File: src/rtl/junction_phase_scheduler_pkg.sv
// ----------------------------------------------------------------------------
// jps_pkg
// Shared definitions for the junction phase scheduler: state encodings,
// lamp codes and register widths.
// ----------------------------------------------------------------------------
package jps_pkg;

    localparam int STATE_W = 3;
    localparam int CNT_W   = 4;

    typedef logic [STATE_W-1:0] state_t;

    // Encodings are exposed on the ps output, so they are fixed values.
    // 5..7 are unused and fall back to IDLE.
    localparam state_t IDLE   = 3'd0;
    localparam state_t GREEN  = 3'd1;
    localparam state_t YELLOW = 3'd2;
    localparam state_t ALLRED = 3'd3;
    localparam state_t EMG    = 3'd4;

    typedef logic [2:0] lamp_t;

    localparam lamp_t RED = 3'b100;
    localparam lamp_t YEL = 3'b010;
    localparam lamp_t GRN = 3'b001;

endpackage

File: src/rtl/junction_phase_scheduler_if.sv
// ----------------------------------------------------------------------------
// junction_phase_scheduler_if
// Sensor/lamp bundle between the junction controller and the scheduler.
//   master : drives req, emg_req, emg_dir; observes the lamp/status outputs
//   slave  : the scheduler itself
// Signals:
//   req      per-approach vehicle present (level)
//   emg_req  emergency preemption request (level)
//   emg_dir  approach to preempt for
//   light    3-bit lamp per approach, light[3i+2:3i]
//   grant    approach owning the phase
//   emg_ack  high while preempted
//   count    cycles spent in the present state
//   ps       present state
// ----------------------------------------------------------------------------
interface junction_phase_scheduler_if #(
    parameter int N_APPR = 4
);
    import jps_pkg::*;

    localparam int GW = $clog2(N_APPR);

    logic [N_APPR-1:0]   req;
    logic                emg_req;
    logic [GW-1:0]       emg_dir;
    logic [3*N_APPR-1:0] light;
    logic [GW-1:0]       grant;
    logic                emg_ack;
    logic [CNT_W-1:0]    count;
    state_t              ps;

    modport master (
        output req, emg_req, emg_dir,
        input  light, grant, emg_ack, count, ps
    );

    modport slave (
        input  req, emg_req, emg_dir,
        output light, grant, emg_ack, count, ps
    );

endinterface

File: src/rtl/junction_phase_scheduler_rr_arbiter.sv
// ----------------------------------------------------------------------------
// rr_arbiter
// Combinational round-robin pick. Search starts at ptr+1 and wraps, so the
// approach at ptr itself has the lowest priority (and still wins if alone).
// Ports:
//   req      request vector
//   ptr      last granted approach
//   winner   index of the selected approach (0 when nothing requests)
//   any_req  OR of all requests
// ----------------------------------------------------------------------------
module rr_arbiter #(
    parameter int N = 4,
    parameter int W = $clog2(N)
) (
    input  logic [N-1:0] req,
    input  logic [W-1:0] ptr,
    output logic [W-1:0] winner,
    output logic         any_req
);

    logic         found;
    logic [W-1:0] idx;

    // NOTE: every variable written in a combinational block gets a default
    // at the top; a path that skips an assignment would otherwise infer a latch.
    always_comb begin
        winner  = '0;
        found   = 1'b0;
        idx     = '0;
        any_req = |req;
        for (int i = 1; i <= N; i++) begin
            idx = W'((int'(ptr) + i) % N);
            if (!found && req[idx]) begin
                winner = idx;
                found  = 1'b1;
            end
        end
    end

endmodule

File: src/rtl/junction_phase_scheduler.sv
// ----------------------------------------------------------------------------
// junction_phase_scheduler
// Actuated phase scheduler for an N_APPR-approach junction: one approach is
// green at a time, chosen round-robin from vehicle requests, with min/max
// green, yellow and all-red clearance, and emergency preemption.
// Ports:
//   clk   rising-edge clock
//   rst   asynchronous reset, active high
//   bus   junction_phase_scheduler_if.slave (requests in, lamps/status out)
// All outputs are decoded from registers only (Moore).
// ----------------------------------------------------------------------------
module junction_phase_scheduler
    import jps_pkg::*;
#(
    parameter int N_APPR    = 4,
    parameter int GREEN_MIN = 4,
    parameter int GREEN_MAX = 10,
    parameter int YELLOW_T  = 2,
    parameter int ALLRED_T  = 1
) (
    input logic                        clk,
    input logic                        rst,
    junction_phase_scheduler_if.slave  bus
);

    localparam int GW = $clog2(N_APPR);

    localparam logic [CNT_W-1:0] GMIN_M1 = CNT_W'(GREEN_MIN - 1);
    localparam logic [CNT_W-1:0] GMAX_M1 = CNT_W'(GREEN_MAX - 1);
    localparam logic [CNT_W-1:0] YEL_M1  = CNT_W'(YELLOW_T - 1);
    localparam logic [CNT_W-1:0] AR_M1   = CNT_W'(ALLRED_T - 1);

    state_t           ps_q, ps_d;
    logic [GW-1:0]    grant_q, grant_d;
    logic [GW-1:0]    ptr_q, ptr_d;
    logic [CNT_W-1:0] count_q, count_d;

    logic [GW-1:0]     rr_winner;
    logic              rr_any;
    logic [N_APPR-1:0] grant_oh;
    logic              own_req;
    logic              others;
    logic              min_done;
    logic              at_max;

    rr_arbiter #(.N(N_APPR), .W(GW)) u_arb (
        .req     (bus.req),
        .ptr     (ptr_q),
        .winner  (rr_winner),
        .any_req (rr_any)
    );

    // ---------------- state register ----------------
    // NOTE: sequential state uses non-blocking assignments so every register
    // samples the pre-edge values regardless of statement order.
    always_ff @(posedge clk or posedge rst) begin
        if (rst) begin
            ps_q    <= IDLE;
            grant_q <= '0;
            ptr_q   <= GW'(N_APPR - 1);
            count_q <= '0;
        end else begin
            ps_q    <= ps_d;
            grant_q <= grant_d;
            ptr_q   <= ptr_d;
            count_q <= count_d;
        end
    end

    // ---------------- next-state logic ----------------
    always_comb begin
        ps_d    = ps_q;
        grant_d = grant_q;
        ptr_d   = ptr_q;

        for (int a = 0; a < N_APPR; a++)
            grant_oh[a] = (GW'(a) == grant_q);

        own_req  = |(bus.req & grant_oh);
        others   = |(bus.req & ~grant_oh);
        min_done = (count_q >= GMIN_M1);
        at_max   = (count_q == GMAX_M1);

        case (ps_q)
            IDLE, ALLRED: begin
                // ALLRED only decides once its clearance time has elapsed;
                // IDLE decides every cycle. Emergency outranks requests.
                if (ps_q == IDLE || count_q == AR_M1) begin
                    if (bus.emg_req) begin
                        ps_d    = EMG;
                        grant_d = bus.emg_dir;
                        ptr_d   = bus.emg_dir;
                    end else if (rr_any) begin
                        ps_d    = GREEN;
                        grant_d = rr_winner;
                        ptr_d   = rr_winner;
                    end else begin
                        ps_d    = IDLE;
                    end
                end
            end

            GREEN: begin
                if (bus.emg_req) begin
                    // Preemption for the approach already green keeps the
                    // lamp green; any other direction clears immediately.
                    if (bus.emg_dir == grant_q) begin
                        ps_d  = EMG;
                        ptr_d = grant_q;
                    end else begin
                        ps_d  = YELLOW;
                    end
                end else if (min_done && others && (!own_req || at_max)) begin
                    ps_d = YELLOW;
                end
            end

            YELLOW: begin
                if (count_q == YEL_M1)
                    ps_d = ALLRED;
            end

            EMG: begin
                if (!bus.emg_req)
                    ps_d = YELLOW;
            end

            default: ps_d = IDLE;
        endcase

        // count restarts on any state change; GREEN holds at GREEN_MAX-1 so
        // the max-green test stays true while resting, elsewhere it holds
        // at all-ones rather than wrapping.
        if (ps_d != ps_q)
            count_d = '0;
        else if (ps_q == GREEN)
            count_d = at_max ? count_q : count_q + 1'b1;
        else
            count_d = (&count_q) ? count_q : count_q + 1'b1;
    end

    // ---------------- output decode ----------------
    always_comb begin
        bus.light = {N_APPR{RED}};
        for (int a = 0; a < N_APPR; a++) begin
            if (GW'(a) == grant_q) begin
                if (ps_q == GREEN || ps_q == EMG)
                    bus.light[3*a +: 3] = GRN;
                else if (ps_q == YELLOW)
                    bus.light[3*a +: 3] = YEL;
            end
        end
        bus.grant   = grant_q;
        bus.emg_ack = (ps_q == EMG);
        bus.count   = count_q;
        bus.ps      = ps_q;
    end

endmodule

File: src/flat_wrapper.sv
// flat-port wrapper written by rule: the top's interface ports become plain ports
module junction_phase_scheduler_flat import jps_pkg::*;
#(
    parameter int N_APPR    = 4,
    parameter int GREEN_MIN = 4,
    parameter int GREEN_MAX = 10,
    parameter int YELLOW_T  = 2,
    parameter int ALLRED_T  = 1
)
  (clk, rst, bus_req, bus_emg_req, bus_emg_dir, bus_light, bus_grant, bus_emg_ack, bus_count, bus_ps);
  junction_phase_scheduler_if #(.N_APPR(N_APPR)) bus_i ();
  input logic clk;
  input logic rst;
  input wire logic [$bits(bus_i.req)-1:0] bus_req;
  input wire logic [$bits(bus_i.emg_req)-1:0] bus_emg_req;
  input wire logic [$bits(bus_i.emg_dir)-1:0] bus_emg_dir;
  output wire logic [$bits(bus_i.light)-1:0] bus_light;
  output wire logic [$bits(bus_i.grant)-1:0] bus_grant;
  output wire logic [$bits(bus_i.emg_ack)-1:0] bus_emg_ack;
  output wire logic [$bits(bus_i.count)-1:0] bus_count;
  output wire logic [$bits(bus_i.ps)-1:0] bus_ps;
  assign bus_i.req = bus_req;
  assign bus_i.emg_req = bus_emg_req;
  assign bus_i.emg_dir = bus_emg_dir;
  assign bus_light = bus_i.light;
  assign bus_grant = bus_i.grant;
  assign bus_emg_ack = bus_i.emg_ack;
  assign bus_count = bus_i.count;
  assign bus_ps = bus_i.ps;
  junction_phase_scheduler #(.N_APPR(N_APPR), .GREEN_MIN(GREEN_MIN), .GREEN_MAX(GREEN_MAX), .YELLOW_T(YELLOW_T), .ALLRED_T(ALLRED_T)) u_core (.clk(clk), .rst(rst), .bus(bus_i));
endmodule
File: config.mk
export PLATFORM = sky130hd
export DESIGN_NAME = junction_phase_scheduler_flat
export DESIGN_NICKNAME = d
export VERILOG_FILES = /design/src/rtl/junction_phase_scheduler_pkg.sv /design/src/rtl/junction_phase_scheduler_if.sv /design/src/rtl/junction_phase_scheduler_rr_arbiter.sv /design/src/rtl/junction_phase_scheduler.sv /design/src/flat_wrapper.sv
export SDC_FILE = /design/constraint.sdc
export NUM_CORES = 1
export LEC_CHECK = 0
export BUFFER_PORTS_ARGS = -buffer_cell sky130_fd_sc_hd__buf_2
export CAP_MARGIN = 20
export CORE_ASPECT_RATIO = 1.1
export CORE_MARGIN = 2
export CORE_UTILIZATION = 39
export DETAILED_ROUTE_END_ITERATION = 8
export MAX_ROUTING_LAYER = met4
export SLEW_MARGIN = 20
export SYNTH_ARGS = -nofsm -noshare
export SYNTH_HDL_FRONTEND = slang
export SYNTH_HIERARCHICAL = 1
export SYNTH_SLANG_ARGS = --single-unit
File: constraint.sdc
create_clock -name clk -period 2.1 [get_ports clk]
set_input_delay 0.315 -clock clk [delete_from_list [all_inputs] [get_ports clk]]
set_output_delay 0.315 -clock clk [all_outputs]
set_load 0.1 [all_outputs]
==> out/qor.yml, run 1 <==
clk_pin_slew_ps: 80
critical_path_required_ps: 1780
fill_cells: 247
final_common_cell: "buf_2"
worstSetupStartpointType: "flop"
finalSetupViolCount: 0
hold_class: "input port to asynchronous set/reset pin"
clock_skew_ps: 8.92
grt_pass1_vias: 1188
die_w_um: 55.2
synth_edf_count: 0
track_usage_pct: 20.6
critPathCaptureType: "output port"
yosysTopAreaCell: "dfrtp_1"
synth_area_leaders: "dfrtp_1 (20%), nor2_1 (6.3%), a21oi_1 (6.2%)"
arrival_ps: 1740
utilization_pct: 65.5
drv_slew: 0
fin_crit_ps: 2050
gp_congestion: 0.943
synth_cell_types: 42
cp_num_buf_inv: 2
drive_gt1_share_pct: 50.0
outcome: "complete, no violations"
nets: 207
syn_nets: 163
antenna_cells: 0
clock_sinks: 11
route.detailed.drc: 0
slew_headroom_pct: 66.7
grt_max_degree: 20
hold_viol_final: 0
seq_area_frac_synth_pct: 24.7
final_area_mm2: 0.00180
layout_common_cells: "buf_2 (18), buf_4 (17), a21oi_1 (13), buf_12 (12)"
area_delta_synth_final_pct: 60.0
avgViaCountPerCell: 5.76
synth_cells: 151
grt_pass1_wl_um: 5360
synth-main-ff-cell: "dfrtp_1"
pre_cts_slack_ps: 81.4
io_buffers: 30
drt-wirelength-per-cell_um: 14.7
maxCapViolations: 0
fin_crit_sh_pct: 97.6
num_rows: 20
ios: 31
initial_utilization_pct: 40.9
tightest_slew_ps: 494
grt_antenna_before_repair: 0
critical_path.top_delay_family: "flip-flops"
clk_latency_ps: 270
ys_seq_elements: 11
cts_buffers: 3
placed_cell_area_mm2: 0.00165
wl_um: 3340
cpPeakStageDelay_ps: 550
fmax_ghz: 0.488
yosys_warnings: 6
async_flop_share_pct: 100
drt-initial-drc-count: 49
cts_tree: "yes"
clock-root-buffer: "clkbuf_4"
core_mm2: 0.00275
avgSynthCellArea_um2: 7.46
die_h_um: 60.4
clk_path_buf_depth: 2
ctsHoldBuffers: 0
gr-total-overflow: 0
yosys.area.top_type_share_pct: 20.0
worst_slack_ps: 49.9
ant_nets: 0
synth_area_mm2: 0.00113
cpMaxStageDelayCell: "dfrtp_4"
cts-htree-levels: 1
die-area_mm2: 0.00333
dp_hpwl_um: 2590
finalSetupTns_ps: 0
crit_fanout: 11
first_pass_iters: 5
crit_chain: "nor2b_2 > o31a_1 > buf_4 > nand2b_2 > buf_12"
crit_type: "flop to output port"
vias: 1308
kinds of logic (layout without fill, tap and decap cells):
family	Yosys count	after routing	share of synthesized area, %
AND/OR/NAND/NOR	62	62	27.8
AO/OA/AOI/OAI	48	48	27.8
buffers and inverters	16	59	5.67
flip-flops	11	11	24.7
multiplexers	8	8	8.44
adder cells (fa/ha/maj)	3	3	3.33
XOR/XNOR	3	3	2.33
through the flow:
step,hold WS [ps],cells
after floorplan,166,151
after global placement,334,212
after detailed placement,334,212
after CTS,37.0,221
after global routing,51.9,227
final,27.1,227
state kept, by name (all words and copies together) (netlist names):
register          count
u_core/ptr_q          2
u_core/bus.ps         3
u_core/bus.count      4
u_core/bus.grant      2
worst reg2reg max path, stage by stage, from the launching register on:
cell      delay [ps]
dfrtp_4          500
ha_1             260
or3_1            360
a41o_1           270
a211o_1          340
a211oi_2         220
synth_stat cells (all sizes together), types with 4 or more instances:
library cell	count
nor2	19
a21oi	14
nand2	12
o21ai	10
dfrtp	9
inv	8
nand2b	8
nor2b	6
a211oi	5
clkbuf	5
mux2i	5
a31oi	4
nand3	4
nor3	4
what timing repair did:
item                                    CTS  global route
pin swaps                                 1             3
endpoints found under the hold margin     0             0
endpoints found under the setup margin    5             8
resized for setup                         2             9
buffers inserted                          5             6
per-layer routing:
metal | vias up | part of all wire, % | global-route usage [%] | wire (um)
met1 | 612 | 43 | 25.7 | 1450
li1 | 634 | - | - | -
met5 | - | 0 | - | 0
met4 | 0 | 0.93 | 1.74 | 31
met3 | 8 | 5.4 | 4.05 | 179
met2 | 54 | 50 | 36.4 | 1680
area by class of cell:
type | instances | area (um2) | area share, %
Clock inverter | 1 | 5.00 | 0.278
Timing Repair Buffer | 47 | 458 | 25.4
Multi-Input combinational cell | 124 | 935 | 51.9
Tap cell | 33 | 41.3 | 2.29
Inverter | 8 | 33.8 | 1.87
Sequential cell | 11 | 307 | 17.0
Clock buffer | 3 | 22.5 | 1.25
path summary, 6_finish.rpt:
kind | from | end | slack, ps | cells past startpoint
max in group asynchronous | rst | u_core/bus.ps[0] | 1720 | 2
hold reg to reg | u_core/ptr_q[0] | u_core/ptr_q[0] | 650 | 1
setup / recovery | u_core/bus.ps[1] | bus_light[8] | 50 | 5
setup reg to reg | u_core/bus.count[0] | u_core/bus.count[1] | 60 | 5
min in group clk | bus_emg_req | u_core/bus.ps[2] | 390 | 2
hold / removal | rst | u_core/bus.count[1] | 30 | 2
Power of run 1 is not shown: default switching activity piles up to over one toggle a cycle in this logic, so the estimate is an artifact.
==> inputs of run 2 (changes only) <==
--- a/config.mk
+++ b/config.mk
@@ -10,6 +10,7 @@
 export CORE_ASPECT_RATIO = 1.1
 export CORE_MARGIN = 2
 export CORE_UTILIZATION = 39
+export CTS_BUF_LIST = sky130_fd_sc_hd__clkbuf_4 sky130_fd_sc_hd__clkbuf_8 sky130_fd_sc_hd__clkbuf_16
 export DETAILED_ROUTE_END_ITERATION = 8
 export MAX_ROUTING_LAYER = met4
 export SLEW_MARGIN = 20
==> constraint.sdc (replaced) <==
create_clock -name clk -period 2.1 [get_ports clk]
set_input_delay 0.21 -clock clk [delete_from_list [all_inputs] [get_ports clk]]
set_output_delay 0.21 -clock clk [all_outputs]
set_load 0.1 [all_outputs]
==> run 2 against run 1 <==
Net effect:
- worst hold slack better by 320 ps
- clock skew up 4.4 ps
- sequential share of layout area rose by 1.0 points
- critical endpoint is now u_core/bus.count[0]
- wire length shrank 4.6%
- maximum frequency up 2.3%
- worst setup slack better by 45 ps
==> out/qor.yml, run 2 (synthesis results as in run 1) <==
grt_pass1_vias: 1068  # -10%
avgViaCountPerCell: 5.57  # -3.4%
io_buffers: 30  # unchanged
first_pass_iters: 4  # -1
clk_latency_ps: 280  # about the same
fin_crit_ps: 2000  # -45.1 ps
placed_cell_area_mm2: 0.00164  # -0.91%
grt_antenna_before_repair: 0  # unchanged
seq_area_um2: 307  # unchanged
die-area_mm2: 0.00333  # unchanged
multi_input_area_um2: 913  # -2.3%
final_common_cell: "buf_2"
grt_pass1_wl_um: 5050  # -5.8%
fill_cells: 246  # -0.40%
clock-root-buffer: "clkbuf_4"
worstSetupStartpoint: "u_core/bus.count[0]"
layout_common_cells: "buf_2 (18), a21oi_1 (14), buf_12 (11), nor2_1 (10), nand2_1 (10)"
die_h_um: 60.4  # unchanged
hold_viol_final: 0  # unchanged
setup.worst_path.end: "u_core/bus.count[0]"
num_rows: 20  # unchanged
utilization_pct: 61.7  # -3.8 points
placed_cells: 212  # unchanged
area_delta_synth_final_pct: 50.8
vias: 1208  # -7.6%
ios: 31  # unchanged
grt_max_degree: 20  # unchanged
worstSetupStartpointType: "flop"
clock_sinks: 11  # unchanged
crit_type: "flop to flop"
antenna_cells: 0  # unchanged
clk_path_buf_depth: 2  # unchanged
initial_utilization_pct: 40.9  # unchanged
hold_slack_ps: 346  # +319 ps
finalSetupViolCount: 0  # unchanged
tightest_slew_ps: 474  # -19.8 ps
fmax_ghz: 0.499  # +2.3%
ant_nets: 0  # unchanged
core_mm2: 0.00275  # unchanged
gp_congestion: 0.864  # -8.3%
gr-total-overflow: 0  # unchanged
track_usage_pct: 19.9  # -0.72 points
cts_tree: "yes"
cts-htree-levels: 1  # unchanged
stdcell_count: 217  # -4.4%
maxCapViolations: 0  # unchanged
drt-initial-drc-count: 82  # +67%
hold_class: "input port to flop"
outcome: "complete, no violations"
r2r_slack_ps: 100  # +40 ps
crit_fanout: 5  # -6
drt-wirelength-per-cell_um: 14.7  # -0.22%
nets: 197  # -4.8%
slew_headroom_pct: 68.0  # +1.3 points
reg2reg_depth: 5  # unchanged
final_area_mm2: 0.00170  # -5.8%
critPathCaptureType: "flop"
critical_path_required_ps: 2280  # +500 ps
r2r-end: "u_core/bus.count[0]"
fin_crit_sh_pct: 95.5  # -2.1 points
worstReg2RegStart: "u_core/bus.count[0]"
cts_buffers: 3  # unchanged
die_w_um: 55.2  # unchanged
drv_slew: 0  # unchanged
clock_skew_ps: 13.3  # +4.42 ps
wl_um: 3180  # -4.6%
drive_gt1_share_pct: 42.9  # -7.1 points
clk_pin_slew_ps: 80  # about the same
cts_setup_buffers: 0  # -5
rsz0062_at_grt: "false"
arrival_ps: 2190  # +450 ps
dp_hpwl_um: 2500  # -3.3%
route.detailed.drc: 0  # unchanged
largest_reg_flops: 4  # unchanged
-- run 2: timing repair --
| item | CTS | global route |
|---|---|---|
| setup endpoints to repair | 1 | 6 |
| pin swaps | 0 | 1 |
| hold buffers | 1 | 0 |
| endpoints found under the hold margin | 9 | 0 |
| resized for setup | 1 | 4 |
-- run 2: metal layers --
layer | up-vias | global-route usage [%] | share of wire [%]
li1 | 609 | - | -
met1 | 555 | 26.0 | 46
met2 | 40 | 32.1 | 48
met3 | 4 | 3.62 | 5.2
met4 | 0 | 4.88 | 0.75
met5 | - | - | 0
-- run 2: area by class of cell --
class / count / area share (%)
Multi-Input combinational cell: 124 / 53.8
Tap cell: 33 / 2.43
Sequential cell: 11 / 18.1
Inverter: 8 / 1.99
Clock buffer: 4 / 1.77
Timing Repair Buffer: 37 / 22.0
-- run 2: per-stage QoR --
step                setup TNS [ps]  setup WS [ps]
detailed placement               0            130
global placement                 0            177
finish                           0           95.0
floorplan                    -1050           -426
CTS                              0           11.4
global route                     0           4.64
-- run 2: worst min-delay path by stage --
stage,from,end,cells after the start
after detailed placement,rst,u_core/bus.count[1],2
after CTS,bus_emg_dir[1],u_core/bus.grant[1],3
after global placement,rst,u_core/bus.count[1],2
final,bus_emg_dir[1],u_core/bus.grant[1],3
after global routing,bus_emg_dir[1],u_core/bus.grant[1],3
after floorplan,rst,u_core/bus.count[0],1
-- run 2: worst max-delay path, cell delays in order (launching register included) --
cell	delay (ps)
dfrtp_4	510
ha_1	250
or3_1	340
a41o_1	260
a211o_1	330
a211oi_1	220
Power of run 2 is left out for the same reason.
==> inputs of run 3 (changes only) <==
--- a/config.mk
+++ b/config.mk
@@ -5,9 +5,10 @@
 export SDC_FILE = /design/constraint.sdc
 export NUM_CORES = 1
 export LEC_CHECK = 0
+export ABC_AREA = 1
 export BUFFER_PORTS_ARGS = -buffer_cell sky130_fd_sc_hd__buf_2
 export CAP_MARGIN = 20
-export CORE_ASPECT_RATIO = 1.1
+export CORE_ASPECT_RATIO = 0.9
 export CORE_MARGIN = 2
 export CORE_UTILIZATION = 39
 export CTS_BUF_LIST = sky130_fd_sc_hd__clkbuf_4 sky130_fd_sc_hd__clkbuf_8 sky130_fd_sc_hd__clkbuf_16
==> run 3 against run 2 <==
Net effect:
- worst setup slack better by 120 ps
- first-iteration DRC count fell by 32%
- area after synthesis is 21% higher
- via count grew 17%
- utilization shrank 4.2 points
- die area increased by 19%
- cell count grew 31%
- sequential share of layout area shrank 2.8 points
- wire length rose by 6.5%
- sequential cell count unchanged
- clock skew is 12 ps lower
- global-route usage is 0.78 points lower
==> out/qor.yml, run 3 <==
clk_path_buf_depth: 2  # unchanged
outcome: "complete, no violations"
gr-total-overflow: 0  # unchanged
die-area_mm2: 0.00398  # +19%
hold_start: "bus_emg_dir[0]"
yosys_warnings: 6  # unchanged
synth-main-ff-cell: "dfrtp_1"
core_mm2: 0.00335  # +22%
track_usage_pct: 19.1  # -0.78 points
utilization_pct: 57.5  # -4.2 points
layout_common_cells: "nand2_1 (53), buf_2 (18), nor2_1 (17), inv_1 (16), nand2_2 (16)"
maxCapViolations: 0  # unchanged
final_common_cell: "nand2_1"
avgViaCountPerCell: 4.98  # -11%
synth_area_mm2: 0.00136  # +21%
cts_tree: "yes"
worstSetupStartpointType: "flop"
yosysTopAreaCell: "dfrtp_1"
async_flop_share_pct: 100  # unchanged
syn_nets: 216  # +33%
yosys.area.top_type_share_pct: 16.5  # -3.5 points
whs_path_depth: 5  # +2
ys_seq_elements: 11  # unchanged
drv_slew: 0  # unchanged
cts-htree-levels: 1  # unchanged
gp_congestion: 0.890  # +3.0%
fmax_ghz: 0.529  # +6.1%
drive_gt1_share_pct: 45.4  # +2.5 points
synth_cells: 204  # +35%
drt-wirelength-per-cell_um: 11.9  # -19%
synth_area_leaders: "dfrtp_1 (17%), nand2_1 (15%), nand2_2 (6.9%)"
hold_viol_final: 0  # unchanged
grt_max_degree: 12  # -40%
hold_class: "input port to flop"
seq_area_frac_synth_pct: 20.4  # -4.3 points
r2r-end: "u_core/bus.count[1]"
route.detailed.drc: 0  # unchanged
ios: 31  # unchanged
critical_path_required_ps: 1890  # -390 ps
wl_um: 3390  # +6.5%
synth_common_cells: "nand2_1 (55), nor2_1 (25), nand3_1 (18)"
vias: 1414  # +17%
avgSynthCellArea_um2: 6.68  # -10%
arrival_ps: 1680  # -510 ps
synth.most_common_cell: "nand2_1"
cts_buffers: 3  # unchanged
die_w_um: 66.3  # +20%
first_pass_iters: 4  # unchanged
dp_hpwl_um: 2810  # +12%
grt_pass1_vias: 1285  # +20%
io_buffers: 30  # unchanged
reg2reg_depth: 13  # +8
clock-root-buffer: "clkbuf_8"
multi_input_area_mm2: 0.00105  # +15%
drt-initial-drc-count: 56  # -32%
antenna_cells: 0  # unchanged
ant_nets: 0  # unchanged
grt_pass1_wl_um: 5720  # +13%
die_h_um: 60.1  # -0.46%
initial_utilization_pct: 40.6  # -0.27 points
clk_latency_ps: 250  # -30 ps
clock_skew_ps: 1.24  # -12.1 ps
crit_type: "flop to output port"
area_delta_synth_final_pct: 41.5
synth_cell_types: 33  # -21%
crit_fanout: 7  # +2
finalSetupTns_ps: 0  # unchanged
fin_crit_sh_pct: 90.0  # -5.5 points
tightest_slew_ps: 486  # +11.8 ps
fill_cells: 308  # +25%
rsz0062_at_grt: "false"
largest_reg_flops: 4  # unchanged
r2r_slack_ps: 270  # +170 ps
worstReg2RegStart: "u_core/bus.grant[1]"
seq_area_um2: 294  # -4.1%
nets: 253  # +28%
hold-path-endpoint: "u_core/bus.grant[0]"
synth_edf_count: 0  # unchanged
clock_sinks: 11  # unchanged
slew_headroom_pct: 67.8  # -0.23 points
grt_antenna_before_repair: 0  # unchanged
num_rows: 20  # unchanged
fin_crit_ps: 1890  # -115 ps
finalSetupViolCount: 0  # unchanged
critPathCaptureType: "output port"
clk_pin_slew_ps: 50  # -30 ps
run 3: critical path: stages (launching register included):
cell and delay, ps:
dfrtp_4 510, nor2_2 150, nand2_1 140, nand2_1 110, inv_1 70, buf_4 170, nor2_4 110, buf_12 180
run 3: timing repair:
action	4_1_cts	5_1_grt
hold buffers	1	0
setup endpoints to repair	0	4
buffers inserted	0	1
resized for setup	0	1
hold endpoints to repair	9	0
run 3: cell families (layout without fill, tap and decap cells):
logic type / count (synthesis) / in the layout / share of synthesized area (%)
AO/OA/AOI/OAI: 17 / 17 / 8.72
XOR/XNOR: 5 / 5 / 3.21
adder cells (fa/ha/maj): 3 / 3 / 2.76
buffers and inverters: 27 / 63 / 10.4
flip-flops: 11 / 11 / 20.4
AND/OR/NAND/NOR: 141 / 141 / 54.5
run 3: routing by layer:
layer / part of all wire (%) / up-vias / global-route usage (%)
li1: - / 721 / -
met1: 45 / 648 / 23.7
met2: 48 / 40 / 32.0
met3: 4.8 / 5 / 2.45
met4: 1.7 / 0 / 6.71
met5: 0 / - / -
run 3: cell type report:
| cell class | count | area share, % |
|---|---|---|
| inverters | 24 | 5.78 |
| clock inverters | 1 | 0.260 |
| multi-input cells | 166 | 54.5 |
| repair buffers | 35 | 19.2 |
| clock buffers | 3 | 2.14 |
| flip-flops and latches | 11 | 15.2 |
| well taps | 44 | 2.86 |
run 3: worst max-delay path by stage:
stage | to | startpoint | cells past startpoint
final | bus_light[9] | u_core/bus.ps[1] | 7
after global routing | u_core/bus.count[1] | u_core/bus.grant[1] | 13
after CTS | bus_light[11] | u_core/bus.ps[1] | 7
after detailed placement | u_core/bus.count[1] | u_core/bus.grant[0] | 13
after global placement | u_core/bus.count[1] | u_core/bus.grant[0] | 13
after floorplan | u_core/bus.count[0] | u_core/bus.count[2] | 10
run 3: per-stage QoR:
step / instance area (um2) / cells / worst slack, ps / hold WS [ps]
after floorplan: 1490 / 204 / 12.1 / 60.8
after global placement: 1860 / 278 / 270 / 230
after detailed placement: 1860 / 278 / 270 / 232
after CTS: 1920 / 283 / 78.7 / 354
after global routing: 1930 / 284 / 18.5 / 361
final: 1930 / 284 / 210 / 350
Power of run 3 is left out for the same reason.
